## config.mk

```make
export PLATFORM = sky130hd
export DESIGN_NAME = mbscore_wb_arbiter
export DESIGN_NICKNAME = d
export VERILOG_FILES = /design/src/rtl/mbscore_wb_pkg.sv /design/src/rtl/mbscore_wb_skid.sv /design/src/rtl/mbscore_wb_arbiter.sv
export SDC_FILE = /design/constraint.sdc
export NUM_CORES = 1
export LEC_CHECK = 0
export ABC_AREA = 0
export CAP_MARGIN = 25
export CORE_MARGIN = 5
export CORE_UTILIZATION = 51
export DETAILED_ROUTE_END_ITERATION = 8
export GPL_ROUTABILITY_DRIVEN = 0
export PLACE_DENSITY = 0.87
export SLEW_MARGIN = 5
export SYNTH_ARGS = -nofsm -noshare
export SYNTH_HDL_FRONTEND = slang
export SYNTH_HIERARCHICAL = 1
export SYNTH_SLANG_ARGS = --single-unit
export TNS_END_PERCENT = 1
```

## constraint.sdc

```tcl
create_clock -name clk -period 2.7 [get_ports clk]
set_input_delay 0.405 -clock clk [delete_from_list [all_inputs] [get_ports clk]]
set_output_delay 0.405 -clock clk [all_outputs]
set_load 0.02 [all_outputs]
```

## src/rtl/mbscore_wb_pkg.sv

```systemverilog
// rtl/mbscore_wb_pkg.sv - shared types and constants for the writeback arbiter
package mbscore_wb_pkg;

    typedef enum logic [1:0] {
        SRC_MEM  = 2'd0,
        SRC_LINK = 2'd1,
        SRC_ALU  = 2'd2
    } wb_src_e;

    typedef enum logic [1:0] {
        WB_IDLE  = 2'd0,
        WB_DRAIN = 2'd1,
        WB_SAVE  = 2'd2
    } wb_state_e;

    localparam int unsigned WB_LINK_REG  = 31;
    localparam int unsigned WB_LUI_SHIFT = 16;
    // Wide enough for any STARVE_LIMIT in 1..15.
    localparam int unsigned WB_WAIT_W    = 4;

endpackage

```

## src/rtl/mbscore_wb_skid.sv

```systemverilog
// rtl/mbscore_wb_skid.sv - one-entry valid/ready request buffer with addr/data
module mbscore_wb_skid #(
    parameter int ADDR_WIDTH = 5,
    parameter int DATA_WIDTH = 32
) (
    input  logic                  clk,
    input  logic                  rst,
    input  logic                  in_valid,
    output logic                  in_ready,
    input  logic [ADDR_WIDTH-1:0] in_addr,
    input  logic [DATA_WIDTH-1:0] in_data,
    input  logic                  accept_en,
    input  logic                  drain,
    output logic                  ent_valid,
    output logic [ADDR_WIDTH-1:0] ent_addr,
    output logic [DATA_WIDTH-1:0] ent_data
);

    logic load;

    // A draining entry frees the slot in the same cycle, so a new one can land.
    assign in_ready = accept_en && (!ent_valid || drain);
    assign load     = in_valid && in_ready;

    always_ff @(posedge clk or posedge rst) begin
        if (rst) begin
            ent_valid <= 1'b0;
            ent_addr  <= '0;
            ent_data  <= '0;
        end else if (load) begin
            ent_valid <= 1'b1;
            ent_addr  <= in_addr;
            ent_data  <= in_data;
        end else if (drain) begin
            ent_valid <= 1'b0;
        end
    end

endmodule

```

## src/rtl/mbscore_wb_arbiter.sv

```systemverilog
// rtl/mbscore_wb_arbiter.sv - GR writeback arbiter with interrupt-entry sequencing
module mbscore_wb_arbiter
    import mbscore_wb_pkg::*;
#(
    parameter int DATA_WIDTH     = 32,
    parameter int REG_ADDR_WIDTH = 5,
    parameter int LINK_REG       = WB_LINK_REG,
    parameter int STARVE_LIMIT   = 4
) (
    input  logic                      clk,
    input  logic                      rst,
    input  logic                      alu_valid,
    output logic                      alu_ready,
    input  logic [REG_ADDR_WIDTH-1:0] alu_addr,
    input  logic [DATA_WIDTH-1:0]     alu_data,
    input  logic                      alu_lui,
    input  logic                      mem_valid,
    output logic                      mem_ready,
    input  logic [REG_ADDR_WIDTH-1:0] mem_addr,
    input  logic [DATA_WIDTH-1:0]     mem_data,
    input  logic                      link_valid,
    output logic                      link_ready,
    input  logic [DATA_WIDTH-1:0]     link_pc,
    input  logic                      intr_req,
    input  logic [DATA_WIDTH-1:0]     intr_pc,
    input  logic                      int_dis,
    output logic                      intr_ack,
    output logic                      rf_we,
    output logic [REG_ADDR_WIDTH-1:0] rf_waddr,
    output logic [DATA_WIDTH-1:0]     rf_wdata,
    output logic                      spr_epc_we,
    output logic [DATA_WIDTH-1:0]     spr_epc_data,
    input  logic [REG_ADDR_WIDTH-1:0] chk_addr_a,
    input  logic [REG_ADDR_WIDTH-1:0] chk_addr_b,
    output logic                      hazard_a,
    output logic                      hazard_b
);

    localparam logic [1:0] ST_IDLE  = WB_IDLE;
    localparam logic [1:0] ST_DRAIN = WB_DRAIN;
    localparam logic [1:0] ST_SAVE  = WB_SAVE;

    localparam logic [REG_ADDR_WIDTH-1:0] LINK_ADDR  = REG_ADDR_WIDTH'(LINK_REG);
    localparam logic [WB_WAIT_W-1:0]      STARVE_MAX = WB_WAIT_W'(STARVE_LIMIT);

    logic [1:0]                state;
    logic [DATA_WIDTH-1:0]     epc_q;
    logic [WB_WAIT_W-1:0]      alu_wait;
    logic                      accept_en;

    logic                      mem_ev,  link_ev,  alu_ev;
    logic [REG_ADDR_WIDTH-1:0] mem_ea,  link_ea,  alu_ea;
    logic [DATA_WIDTH-1:0]     mem_ed,  link_ed,  alu_ed;
    logic [DATA_WIDTH-1:0]     link_wdata, alu_wdata;

    wb_src_e                   grant_src;
    logic                      grant_any, grant_mem, grant_link, grant_alu;
    logic                      alu_starved;
    logic [REG_ADDR_WIDTH-1:0] grant_addr;
    logic [DATA_WIDTH-1:0]     grant_data;
    logic                      drained;

    // ALU and link are held off while draining; loads must keep flowing.
    assign accept_en  = (state != ST_DRAIN);
    assign link_wdata = link_pc + DATA_WIDTH'(4);
    assign alu_wdata  = alu_lui ? (alu_data << WB_LUI_SHIFT) : alu_data;

    mbscore_wb_skid #(.ADDR_WIDTH(REG_ADDR_WIDTH), .DATA_WIDTH(DATA_WIDTH)) u_mem_skid (
        .clk       (clk),
        .rst       (rst),
        .in_valid  (mem_valid),
        .in_ready  (mem_ready),
        .in_addr   (mem_addr),
        .in_data   (mem_data),
        .accept_en (1'b1),
        .drain     (grant_mem),
        .ent_valid (mem_ev),
        .ent_addr  (mem_ea),
        .ent_data  (mem_ed)
    );

    mbscore_wb_skid #(.ADDR_WIDTH(REG_ADDR_WIDTH), .DATA_WIDTH(DATA_WIDTH)) u_link_skid (
        .clk       (clk),
        .rst       (rst),
        .in_valid  (link_valid),
        .in_ready  (link_ready),
        .in_addr   (LINK_ADDR),
        .in_data   (link_wdata),
        .accept_en (accept_en),
        .drain     (grant_link),
        .ent_valid (link_ev),
        .ent_addr  (link_ea),
        .ent_data  (link_ed)
    );

    mbscore_wb_skid #(.ADDR_WIDTH(REG_ADDR_WIDTH), .DATA_WIDTH(DATA_WIDTH)) u_alu_skid (
        .clk       (clk),
        .rst       (rst),
        .in_valid  (alu_valid),
        .in_ready  (alu_ready),
        .in_addr   (alu_addr),
        .in_data   (alu_wdata),
        .accept_en (accept_en),
        .drain     (grant_alu),
        .ent_valid (alu_ev),
        .ent_addr  (alu_ea),
        .ent_data  (alu_ed)
    );

    assign alu_starved = alu_ev && (alu_wait >= STARVE_MAX);

    always_comb begin
        grant_src = SRC_ALU;
        if (alu_starved) begin
            grant_src = SRC_ALU;
        end else if (mem_ev) begin
            grant_src = SRC_MEM;
        end else if (link_ev) begin
            grant_src = SRC_LINK;
        end
        grant_any  = mem_ev || link_ev || alu_ev;
        grant_mem  = grant_any && (grant_src == SRC_MEM);
        grant_link = grant_any && (grant_src == SRC_LINK);
        grant_alu  = grant_any && (grant_src == SRC_ALU);
        case (grant_src)
            SRC_MEM: begin
                grant_addr = mem_ea;
                grant_data = mem_ed;
            end
            SRC_LINK: begin
                grant_addr = link_ea;
                grant_data = link_ed;
            end
            default: begin
                grant_addr = alu_ea;
                grant_data = alu_ed;
            end
        endcase
    end

    always_ff @(posedge clk or posedge rst) begin
        if (rst) begin
            alu_wait <= '0;
        end else if (grant_alu) begin
            alu_wait <= '0;
        end else if (alu_ev && (alu_wait != '1)) begin
            alu_wait <= alu_wait + 1'b1;
        end
    end

    // Writes to r0 still consume their buffer but never reach the file.
    always_ff @(posedge clk or posedge rst) begin
        if (rst) begin
            rf_we    <= 1'b0;
            rf_waddr <= '0;
            rf_wdata <= '0;
        end else begin
            rf_we <= grant_any && (grant_addr != '0);
            if (grant_any) begin
                rf_waddr <= grant_addr;
                rf_wdata <= grant_data;
            end
        end
    end

    assign drained = !(mem_ev || link_ev || alu_ev) && !rf_we;

    always_ff @(posedge clk or posedge rst) begin
        if (rst) begin
            state      <= ST_IDLE;
            epc_q      <= '0;
            spr_epc_we <= 1'b0;
            intr_ack   <= 1'b0;
        end else begin
            spr_epc_we <= 1'b0;
            intr_ack   <= 1'b0;
            case (state)
                ST_IDLE: begin
                    if (intr_req && !int_dis) begin
                        state <= ST_DRAIN;
                        epc_q <= intr_pc;
                    end
                end
                ST_DRAIN: begin
                    if (drained) begin
                        state      <= ST_SAVE;
                        spr_epc_we <= 1'b1;
                    end
                end
                ST_SAVE: begin
                    state    <= ST_IDLE;
                    intr_ack <= 1'b1;
                end
                default: state <= ST_IDLE;
            endcase
        end
    end

    assign spr_epc_data = epc_q;

    assign hazard_a = (chk_addr_a != '0) &&
                      ((mem_ev  && (mem_ea  == chk_addr_a)) ||
                       (link_ev && (link_ea == chk_addr_a)) ||
                       (alu_ev  && (alu_ea  == chk_addr_a)) ||
                       (rf_we   && (rf_waddr == chk_addr_a)));

    assign hazard_b = (chk_addr_b != '0) &&
                      ((mem_ev  && (mem_ea  == chk_addr_b)) ||
                       (link_ev && (link_ea == chk_addr_b)) ||
                       (alu_ev  && (alu_ea  == chk_addr_b)) ||
                       (rf_we   && (rf_waddr == chk_addr_b)));

endmodule

```

==> summary.md <==
| Metric | Value |
|---|---|
| FF+latch count, synth | `192` |
| Final min period | `2.62 ns` |
| Initial Utilization | `0.521` |
| Crit start category | `primary input` |
| FF-to-FF Start | `u_alu_skid/ent_valid` |
| Cell with the most instances after synthesis | `dfrtp_1` |
| Clock sink count | `192` |
| Setup Skew | `0.00862 ns` |
| Final setup fails | `0` |
| Req. time, crit path | `2.30 ns` |
| Buf+Inv Stages, Crit Path | `2` |
| Top cells by area in the synthesized netlist | `dfrtp_1 49%, mux2_4 14%, mux2_2 7.9%` |
| Vias in the first global route | `7408` |
| Status | `finished clean` |
| Initial antenna violation count | `2` |
| Reg-to-reg endpoint | `u_alu_skid/ent_data[6]` |
| Final Non-Filler Cells | `1285` |
| Number of flops mapped to enable cells by yosys | `0` |
| Total track usage | `0.239` |
| Family with the most delay on the worst path | `buffers and inverters` |
| Smallest hold slack | `0.467 ns` |
| Endpoint type of the worst setup path | `output pin` |
| Net Sw Frac | `0.361` |
| R2R Setup Slk | `0.59 ns` |
| Total negative slack | `0 ns` |
| Asr flop ratio synth | `1.00` |
| NetSw | `5.24 mW` |
| Finished Core Util | `0.687` |
| # DRC | `0` |
| Root Buffer | `clkbuf_16` |
| Hold/Removal Path Class | `primary input to async pin` |
| Crit-path max cell delay | `~0.54 ns` |
| Cell area after synthesis | `0.00981 mm^2` |
| DP Cell Count | `between 1k and 1.5k` |
| Area share of the largest cell type after synthesis | `0.490` |
| I/O pin count | `233` |
| Synth cell types | `54` |
| Fmax | `382 MHz` |
| Slowest cell on crit path | `clkdlybuf4s50_1` |
| Detailed Routing Iterations Pass 1 | `4` |
| Commonest cells post-synth | `192 x dfrtp_1, 91 x nor2_1, 90 x mux2_4, 69 x mux2_2, 42 x xor2_1` |
| Fin nets | `1169` |
| Worst Path Max Fanout | `5` |
| Die Height | `149 um` |
| Crit Path Category | `primary input to output pin` |
| DPL Wire Length | `19700 um` |
| CP cell instances | `clkdlybuf4s50_1, xor2_1, nor4_1, nand3_1, nand4_1, o21a_1, dlygate4sd2_1` |
| Post-Synthesis Cells | `780` |
| Largest net degree at the start of global routing | `43` |
| Synth Warn # | `6` |
| Final Hold Viols | `0` |
| Comb pwr share | `0.458` |
| Max_slew headroom | `0.604` |
| H-tree Lvls | `4` |
| Total CTS buffers | `17` |
| Vias after detailed routing | `6966` |
| LEAKAGE | `5.55 nW` |
| Fill cells | `1368` |
| Sequential cell fraction of total power | `0.366` |
| Routed WL per cell | `20.6 um` |
| Max-cap viol count | `0` |
| Clock network power share | `0.176` |
| Core region area | `roughly 0.019 mm^2` |
| Full die area | `approximately 0.022 mm^2` |
| Clock Latency Late Sink | `0.43 ns` |
| First-pass GRT wire length | `41000 um` |
| Top FF cell, synth | `dfrtp_1` |
| Avg Cell Area, Syn | `12.6 um^2` |
| CTS tree | `done` |
| Cell-internal power | `9.29 mW` |
| Initial DRC count | `approximately 440` |
| PortBufs | `232` |
| Seq/Total Area, Yosys | `0.490` |
| Area Overhead vs Synth | `31.8%` |
| Slew @ Worst Pin | `0.594 ns` |
| R2r worst-path depth | `8` |
| Die width | `roughly 150 um` |
| Cell Pwr Density | `1120 mW/mm^2` |
| Post-synth top area cell | `dfrtp_1` |
| Routed WL | `about 27000 um` |
| Fraction of layout instances using a drive strength above 1 | `0.238` |
| Clk slew on worst S/H paths | `0.06 ns` |
| Drt via density | `5.42` |
| Total grt overflow | `0` |
| Cts hold-fix bufs | `0` |
| Pins over their slew limit | `0` |
| Max Root-Sink Buffers | `2` |
| Max VDD drop | `0.793 mV` |
| Final Cycle Share | `0.970` |
| Routed Antenna Nets | `0` |
| Total Power | `14.5 mW` |
| Setup repair bufs after CTS | `0` |
| Row count | `50` |
| Arrival @ worst endpoint | `2.21 ns` |
==> state kept, by name, summed over array words and instances, names as in the netlist <==
| signal | flops |
|---|---|
| u_mem_skid/ent_data | 32 |
| u_mem_skid/ent_valid | 1 |
| u_link_skid/ent_valid | 1 |
| rf_we | 1 |
| rf_wdata | 32 |
| u_alu_skid/ent_data | 32 |
| u_link_skid/ent_addr | 5 |
| intr_ack | 1 |
| spr_epc_data | 32 |
| rf_waddr | 5 |
| u_alu_skid/ent_valid | 1 |
| u_alu_skid/ent_addr | 5 |
| alu_wait | 4 |
| spr_epc_we | 1 |
| u_mem_skid/ent_addr | 5 |
| u_link_skid/ent_data | 32 |
| state | 2 |
==> power groups by stage <==
stage / clock (mW) / sequential (mW) / combinational (mW)
5_1_grt: 2.71 / 5.47 / 7.08
4_1_cts: 2.58 / 5.30 / 6.67
6_report: 2.56 / 5.32 / 6.66
3_5_place_dp: 0 / 5.32 / 6.65
2_1_floorplan: 0 / 5.66 / 3.83
3_3_place_gp: 0 / 5.26 / 6.47
==> worst max path at each step <==
stage	depth (start not counted)	end	start	slack, ns
3_3_place_gp	7	hazard_b	chk_addr_b[3]	-0.06
4_1_cts	6	link_ready	u_mem_skid/ent_valid	0.07
3_5_place_dp	7	hazard_a	chk_addr_a[3]	-0.15
5_1_grt	7	hazard_b	chk_addr_b[3]	-0.01
6_report	7	hazard_b	chk_addr_b[3]	0.08
2_1_floorplan	1	alu_wait[0]	rst	0.30
==> stage by stage <==
stage          setup WS [ns]  instance area, um^2
2_1_floorplan          0.300                 9830
3_3_place_gp         -0.0560                12300
3_5_place_dp          -0.152                12300
4_1_cts               0.0712                12900
5_1_grt              -0.0121                12900
6_report              0.0804                12900
==> worst reg2reg max path, stage by stage (launching register included) <==
cell and delay [ns]:
dfrtp_1 0.51, o21ai_1 0.14, o21ai_0 0.15, nand2_2 0.10
inv_1 0.12, nand2b_4 0.15, nor2b_4 0.17, buf_12 0.25
mux2_2 0.40
==> timing repair <==
item                       4_1_cts  5_1_grt
cloned                           0        0
resized for setup                4        3
pin swaps                        1        0
setup endpoints to repair        4        2
==> layout by cell type, fill, tap and decap left out, types with 4 or more instances in the layout <==
| master | count |
|---|---|
| clkdlybuf4s50_1 | 228 |
| dfrtp_1 | 192 |
| nor2_1 | 91 |
| mux2_4 | 90 |
| mux2_2 | 69 |
| xor2_1 | 42 |
| o22ai_1 | 32 |
| xnor2_1 | 27 |
| a2bb2oi_1 | 26 |
| nand2_1 | 25 |
| nand3_1 | 24 |
| buf_4 | 20 |
| nor2b_1 | 19 |
| clkbuf_16 | 17 |
| inv_1 | 8 |
| nand4_1 | 8 |
| nor4_1 | 8 |
| conb_1 | 7 |
| o221a_2 | 6 |
| clkbuf_1 | 5 |
| buf_12 | 5 |
| mux2_1 | 4 |
| o21ai_0 | 4 |
| and2_2 | 4 |
==> area by class of cell <==
class / instances / area (um^2) / share of cell area
Sequential cell: 192 / 4800 / 0.372
Multi-Input combinational cell: 533 / 4600 / 0.356
Timing Repair Buffer: 257 / 2570 / 0.199
Clock buffer: 23 / 458 / 0.0354
Tap cell: 260 / 325 / 0.0252
Clock inverter: 9 / 131 / 0.0102
Inverter: 10 / 38.8 / 0.00300
Antenna cell: 1 / 2.50 / 0.000194
==> metal layers <==
layer  global-route usage  part of all wire  routed length (um)  vias up
li1                     -                 -                   -     3191
met1                0.303              0.41               10800     3476
met2                0.404              0.50               13200      249
met3               0.0606             0.072                1920       48
met4               0.0744             0.022                 592        2
met5               0.0136           0.00049                  13        -
==> cells by family after synthesis <==
| family | synth area share |
|---|---|
| AOI/OAI and AO/OA | 0.0610 |
| xor gates and xnor gates | 0.0616 |
| adders and majority gates | 0.00255 |
| buffers and inverters | 0.0453 |
| DFF | 0.490 |
| muxes | 0.222 |
| other | 0.000382 |
| and+or+nand+nor | 0.118 |
No activity file was read; power rests on OpenSTA's default activity.
